**config.mk**
```make
export PLATFORM = sky130hd
export DESIGN_NAME = rf_wb_arbiter
export DESIGN_NICKNAME = d
export VERILOG_FILES = /design/src/rtl/rf_wb_arbiter_pkg.sv /design/src/rtl/rf_wb_arbiter_rr_arbiter.sv /design/src/rtl/rf_wb_arbiter.sv
export SDC_FILE = /design/constraint.sdc
export NUM_CORES = 1
export LEC_CHECK = 0
export BUFFER_PORTS_ARGS = -buffer_cell sky130_fd_sc_hd__clkbuf_2
export CAP_MARGIN = 20
export CORE_ASPECT_RATIO = 1.1
export CORE_MARGIN = 8
export CORE_UTILIZATION = 43
export CTS_CLUSTER_DIAMETER = 120
export DETAILED_ROUTE_END_ITERATION = 12
export PLACE_DENSITY = 0.81
export SLEW_MARGIN = 40
export SYNTH_ARGS = -nofsm -noshare
export SYNTH_HDL_FRONTEND = slang
export SYNTH_HIERARCHICAL = 1
export SYNTH_SLANG_ARGS = --single-unit
```
**constraint.sdc**
```tcl
create_clock -name clk -period 4.2 [get_ports clk]
set_clock_uncertainty 0.1 [all_clocks]
set_input_delay 0.84 -clock clk [delete_from_list [all_inputs] [get_ports clk]]
set_output_delay 0.84 -clock clk [all_outputs]
set_load 0.02 [all_outputs]
```
**src/rtl/rf_wb_arbiter_pkg.sv**
```systemverilog
// Core-wide register file constants and the writeback request record
// shared by the writeback arbiter and its clients.
package rf_wb_arbiter_pkg;

    localparam int REGISTER_WIDTH = 32;
    localparam int REG_ADDR_WIDTH = 5;

    // x0 is hardwired to zero; writes to it are accepted and discarded
    localparam logic [REG_ADDR_WIDTH-1:0] ZERO_REG_ADDR = '0;

    typedef struct packed {
        logic [REG_ADDR_WIDTH-1:0] addr;
        logic [REGISTER_WIDTH-1:0] data;
    } wb_req_t;

endpackage

```
**src/rtl/rf_wb_arbiter_rr_arbiter.sv**
```systemverilog
// Round-robin priority pick: first asserted request at or after the pointer,
// with wrap-around; returns a one-hot grant and its index.
module rr_arbiter #(
    parameter int N     = 3,
    parameter int PTR_W = (N > 1) ? $clog2(N) : 1
) (
    input  logic [N-1:0]     req_i,
    input  logic [PTR_W-1:0] ptr_i,
    output logic [N-1:0]     grant_o,
    output logic [PTR_W-1:0] grant_idx_o,
    output logic             grant_valid_o
);

    logic [PTR_W:0] cand;

    // Walk from the farthest candidate back to the pointer so the closest
    // requester is the last one written and therefore wins.
    always_comb begin
        grant_o       = '0;
        grant_idx_o   = '0;
        grant_valid_o = 1'b0;
        cand          = '0;
        for (int k = N - 1; k >= 0; k--) begin
            cand = {1'b0, ptr_i} + (PTR_W+1)'(k);
            if (cand >= (PTR_W+1)'(N)) begin
                cand = cand - (PTR_W+1)'(N);
            end
            if (req_i[cand[PTR_W-1:0]]) begin
                grant_idx_o   = cand[PTR_W-1:0];
                grant_valid_o = 1'b1;
            end
        end
        if (grant_valid_o) begin
            grant_o[grant_idx_o] = 1'b1;
        end
    end

endmodule

```
**src/rtl/rf_wb_arbiter.sv**
```systemverilog
// Round-robin writeback arbiter feeding the register file write port through
// a one-entry commit stage. Optional operand forwarding: RF_WB_BYPASS_EN.
module rf_wb_arbiter
    import rf_wb_arbiter_pkg::*;
#(
    parameter int NUM_REQ        = 3,
    parameter int REGISTER_WIDTH = rf_wb_arbiter_pkg::REGISTER_WIDTH,
    parameter int REG_ADDR_WIDTH = rf_wb_arbiter_pkg::REG_ADDR_WIDTH
) (
    input  logic                                clk,
    input  logic                                rst,
    input  logic                                start,
    input  logic [NUM_REQ-1:0]                  req_valid,
    output logic [NUM_REQ-1:0]                  req_ready,
    input  logic [NUM_REQ*REG_ADDR_WIDTH-1:0]   req_addr,
    input  logic [NUM_REQ*REGISTER_WIDTH-1:0]   req_data,
    output logic                                rf_we,
    output logic [REG_ADDR_WIDTH-1:0]           rf_rd_addr,
    output logic [REGISTER_WIDTH-1:0]           rf_rd_data,
    output logic                                busy
`ifdef RF_WB_BYPASS_EN
    ,
    input  logic [REG_ADDR_WIDTH-1:0]           byp_rs1_addr,
    input  logic [REG_ADDR_WIDTH-1:0]           byp_rs2_addr,
    output logic                                byp_rs1_hit,
    output logic                                byp_rs2_hit,
    output logic [REGISTER_WIDTH-1:0]           byp_rs1_data,
    output logic [REGISTER_WIDTH-1:0]           byp_rs2_data
`endif
);

    localparam int PTR_W = (NUM_REQ > 1) ? $clog2(NUM_REQ) : 1;

    logic                      stg_valid_q, stg_valid_d;
    logic [REG_ADDR_WIDTH-1:0] stg_addr_q, stg_addr_d;
    logic [REGISTER_WIDTH-1:0] stg_data_q, stg_data_d;
    logic [PTR_W-1:0]          rr_ptr_q, rr_ptr_d;

    logic                      stg_free;
    logic [NUM_REQ-1:0]        grant;
    logic [PTR_W-1:0]          grant_idx;
    logic                      grant_valid;
    logic [REG_ADDR_WIDTH-1:0] sel_addr;
    logic [REGISTER_WIDTH-1:0] sel_data;

    // The stage can take a new entry when empty or when it drains this cycle
    assign stg_free = !stg_valid_q || start;

    rr_arbiter #(
        .N     (NUM_REQ),
        .PTR_W (PTR_W)
    ) u_rr_arbiter (
        .req_i         (req_valid & {NUM_REQ{stg_free}}),
        .ptr_i         (rr_ptr_q),
        .grant_o       (grant),
        .grant_idx_o   (grant_idx),
        .grant_valid_o (grant_valid)
    );

    assign req_ready = grant;

    always_comb begin
        sel_addr = '0;
        sel_data = '0;
        for (int i = 0; i < NUM_REQ; i++) begin
            if (grant[i]) begin
                sel_addr = req_addr[i*REG_ADDR_WIDTH +: REG_ADDR_WIDTH];
                sel_data = req_data[i*REGISTER_WIDTH +: REGISTER_WIDTH];
            end
        end
    end

    always_comb begin
        stg_valid_d = stg_valid_q && !start;
        stg_addr_d  = stg_addr_q;
        stg_data_d  = stg_data_q;
        rr_ptr_d    = rr_ptr_q;
        if (grant_valid) begin
            rr_ptr_d = (grant_idx == PTR_W'(NUM_REQ - 1)) ? '0 : grant_idx + PTR_W'(1);
            // Writes to x0 are consumed here and never reach the register file
            if (sel_addr != REG_ADDR_WIDTH'(ZERO_REG_ADDR)) begin
                stg_valid_d = 1'b1;
                stg_addr_d  = sel_addr;
                stg_data_d  = sel_data;
            end
        end
    end

    always_ff @(posedge clk or posedge rst) begin
        if (rst) begin
            stg_valid_q <= 1'b0;
            stg_addr_q  <= '0;
            stg_data_q  <= '0;
            rr_ptr_q    <= '0;
        end else begin
            stg_valid_q <= stg_valid_d;
            stg_addr_q  <= stg_addr_d;
            stg_data_q  <= stg_data_d;
            rr_ptr_q    <= rr_ptr_d;
        end
    end

    assign rf_we      = stg_valid_q && start;
    assign rf_rd_addr = stg_addr_q;
    assign rf_rd_data = stg_data_q;
    assign busy       = stg_valid_q;

`ifdef RF_WB_BYPASS_EN
    // Forward the pending write to readers of the same non-zero register
    assign byp_rs1_hit  = stg_valid_q && (stg_addr_q == byp_rs1_addr)
                          && (byp_rs1_addr != REG_ADDR_WIDTH'(ZERO_REG_ADDR));
    assign byp_rs2_hit  = stg_valid_q && (stg_addr_q == byp_rs2_addr)
                          && (byp_rs2_addr != REG_ADDR_WIDTH'(ZERO_REG_ADDR));
    assign byp_rs1_data = stg_data_q;
    assign byp_rs2_data = stg_data_q;
`endif

endmodule

```
==> results.md <==
- Layout Nets: roughly 530
- Area of the core: 0.005697 mm²
- CTS hold repair buffers: 0
- Max Clk Rate: 267.5 MHz
- #FFs+latches synth: 40
- Cell row count: 29
- CP Launch Type: input port
- Mapped Nets: 381
- Placement Cell Area: 0.003353 mm²
- Commonest non-fill, non-tap cell in the layout: clkbuf_2
- CTS buffer count: 5
- Most Frequent Cell on Critical Path: a21oi_1
- Final instance area: 0.003468 mm²
- Synth-to-Final Area Change: 38.81%
- Commonest non-fill, non-tap cells in the layout: clkbuf_2 (158), dfrtp_1 (40), nand2_1 (37), o21ai_0 (35), a22oi_1 (34)
- First-pass GRT wire length: 12.33 mm
- # Post-CTS Setup Buffers: 0
- Ports: 159
- H-tree Lvls: 2
- Final setup violation count: 0
- TritonCTS clock tree: done
- Slowest CP cell: or3_1
- Hold Crit Class: reg2reg
- Count of pins over their slew limit: 0
- Slew @ Worst Pin: 0.6009 ns
- CP top delay family: compound AO/OA/AOI/OAI gates
- Detail Route Antenna Nets: 0
- Max Cap Viol: 0
- Cell Count, Final, Fillers Out: between 400 and 500
- PnR worst setup slack: 0.4611 ns
- Chip width: 88.68 µm
- Antenna diodes: 0
- Die area: 0.008509 mm²
- DP Cell Count: 481
- Dpl hpwl: 6.367 mm
- Routed WL: 7.791 mm
- Relative slew slack: 0.5952
- Via count: 2547
- Largest net degree at the start of global routing: 41
- Worst Hold Margin: approximately 0.40 ns
- Post-layout util: 0.6088
- Cell Area, Synth: approximately 0.0025 mm²
- Yosys warning count: 6
- Critical Path Sink Type: flip-flop
- Status: finished clean
- Clk sink count: 40
- Minimum clock period: between 3 and 4 ns
- Aggregate global-route resource usage: 0.1842
- Synth unique cells: 33
- Final Hold Fails: 0
- Die Y: 95.95 µm
- Final period util: 0.8902
- Vias/cell: between 5 and 6
- Critical path class: in2reg
- Root buf cell: clkbuf_8
- TNS Setup: 0 ns
- P_leak: 1.780 nW
- Initial core utilization: 0.4386
- DR WL/cell: approximately 16 µm
- Max VDD drop: between 0.4 and 0.5 mV
- Critical path arrival: 3.83 ns
- Routability cong.: 0.8068
- # DRC: 0
- Total power: around 3.0 mW
- Seq/Total Area, Yosys: 0.4006
- Initial DRC Count: 90
- IO Port Bufs: 158
- Vias in the first global route: 2793
- Fillers: 520
- Clk_lat worst skew: 0.29 ns
- Crit-path max FO: 37
- CP peak stage delay: 0.42 ns
- RSZ-0062 raised after global routing: false
- Antenna violations before repair: 0
- Layout cells sized above 1: 0.4830
- First-pass DRT Iterations: 4
- Synth Area per Inst: about 9.6 µm²
- Pre-CTS WS: 0.1678 ns
- PwrDens: 863.2 mW/mm²
- CP Cell Sequence: clkbuf_2 -> nand2b_1 -> and2_1 -> nand2_1 -> o22ai_1 -> nor2_1 -> a21o_1 -> a21oi_1 -> a21oi_1 -> or3_1 -> o31ai_4 -> buf_12 -> mux2_2
- CP required: 4.29 ns
- Bufs and invs on worst path: 2
- Max clock buf depth: 2
- Cts repair resizes: 0
- Cells after Synth: 261
- Total grt overflow: 0
- Worst-path clk slew: 0.09 ns
==> cell families after synthesis <==
| group | share of synthesized area |
|---|---|
| compound gates | 0.2429 |
| flops | 0.4006 |
| mux | 0.1607 |
| fa+ha+maj | 0.01502 |
| simple gates | 0.1212 |
| buf+inv | 0.05959 |
==> final timing paths <==
kind	start	end	slack, ns	cells after the start
worst max-delay path	start	rf_rd_data[10]	0.46	13
worst min-delay path	rf_rd_data[3]	rf_rd_data[3]	0.40	1
worst max register to register	rr_ptr_q[1]	rf_rd_data[10]	0.53	12
worst min register to register	rf_rd_data[3]	rf_rd_data[3]	0.40	1
max in group asynchronous	rst	busy	3.12	3
min in group asynchronous	rst	rf_rd_data[23]	0.53	3
==> synth_stat cells (all sizes together) <==
| cell type | instances | share of area |
|---|---|---|
| nor3b | 1 | 0.0030 |
| o22a | 1 | 0.0035 |
| and2b | 1 | 0.0030 |
| ha | 3 | 0.015 |
| o22ai | 4 | 0.010 |
| and3 | 1 | 0.0025 |
| a21oi | 8 | 0.018 |
| o21ai | 35 | 0.070 |
| nand2 | 37 | 0.056 |
| buf | 9 | 0.031 |
| or3 | 2 | 0.0050 |
| and4bb | 1 | 0.0065 |
| o211ai | 1 | 0.0030 |
| a22o | 5 | 0.018 |
| dfrtp | 40 | 0.40 |
| mux2i | 3 | 0.012 |
| nor2b | 5 | 0.013 |
| nor2 | 2 | 0.0030 |
| nand3b | 5 | 0.015 |
| nand2b | 2 | 0.0050 |
| a21o | 2 | 0.0060 |
| a22oi | 34 | 0.10 |
| o31ai | 2 | 0.010 |
| clkbuf | 14 | 0.021 |
| inv | 5 | 0.0075 |
| o21a | 1 | 0.0030 |
| mux2 | 33 | 0.15 |
| and2 | 4 | 0.010 |
==> per-layer routing <==
layer | wire, µm | GRT usage | vias to the layer above
met5 | 0 | 0 | -
met4 | 120 | 0.07052 | 0
met3 | 708 | 0.06319 | 12
met2 | 3988 | 0.3290 | 102
met1 | 2973 | 0.1936 | 1184
li1 | - | - | 1249
==> flip-flops by register name, indices dropped and copies added, names as in the netlist <==
name        count
busy            1
rf_rd_addr      5
rf_rd_data     32
rr_ptr_q        2
==> worst register-to-register path: cells and delay by family (launching register included) <==
family	cells	cell delay (ns)
muxes	1	0.40
and+or+nand+nor	3	0.79
adders and majority gates	1	0.40
DFF	1	0.42
AOI/OAI and AO/OA	5	1.13
buffers and inverters	2	0.32
==> area by class of cell <==
class | count | area [µm²] | area share
multi-input combinational | 193 | 1374 | 0.3961
sequential | 40 | 1001 | 0.2886
timing repair buffer | 166 | 863.3 | 0.2489
tap | 77 | 96.34 | 0.02778
clock buffer | 5 | 68.82 | 0.01984
clock inverter | 3 | 46.29 | 0.01335
inverter | 5 | 18.77 | 0.005411
==> power by group <==
group | leakage (nW) | internal, mW | switching (mW)
sequential | 0.509 | 0.568 | 0.0884
combinational | 1.22 | 0.887 | 1.13
clock | 0.0548 | 0.179 | 0.141
total | 1.78 | 1.63 | 1.36
(Power assumes the default switching activity.)
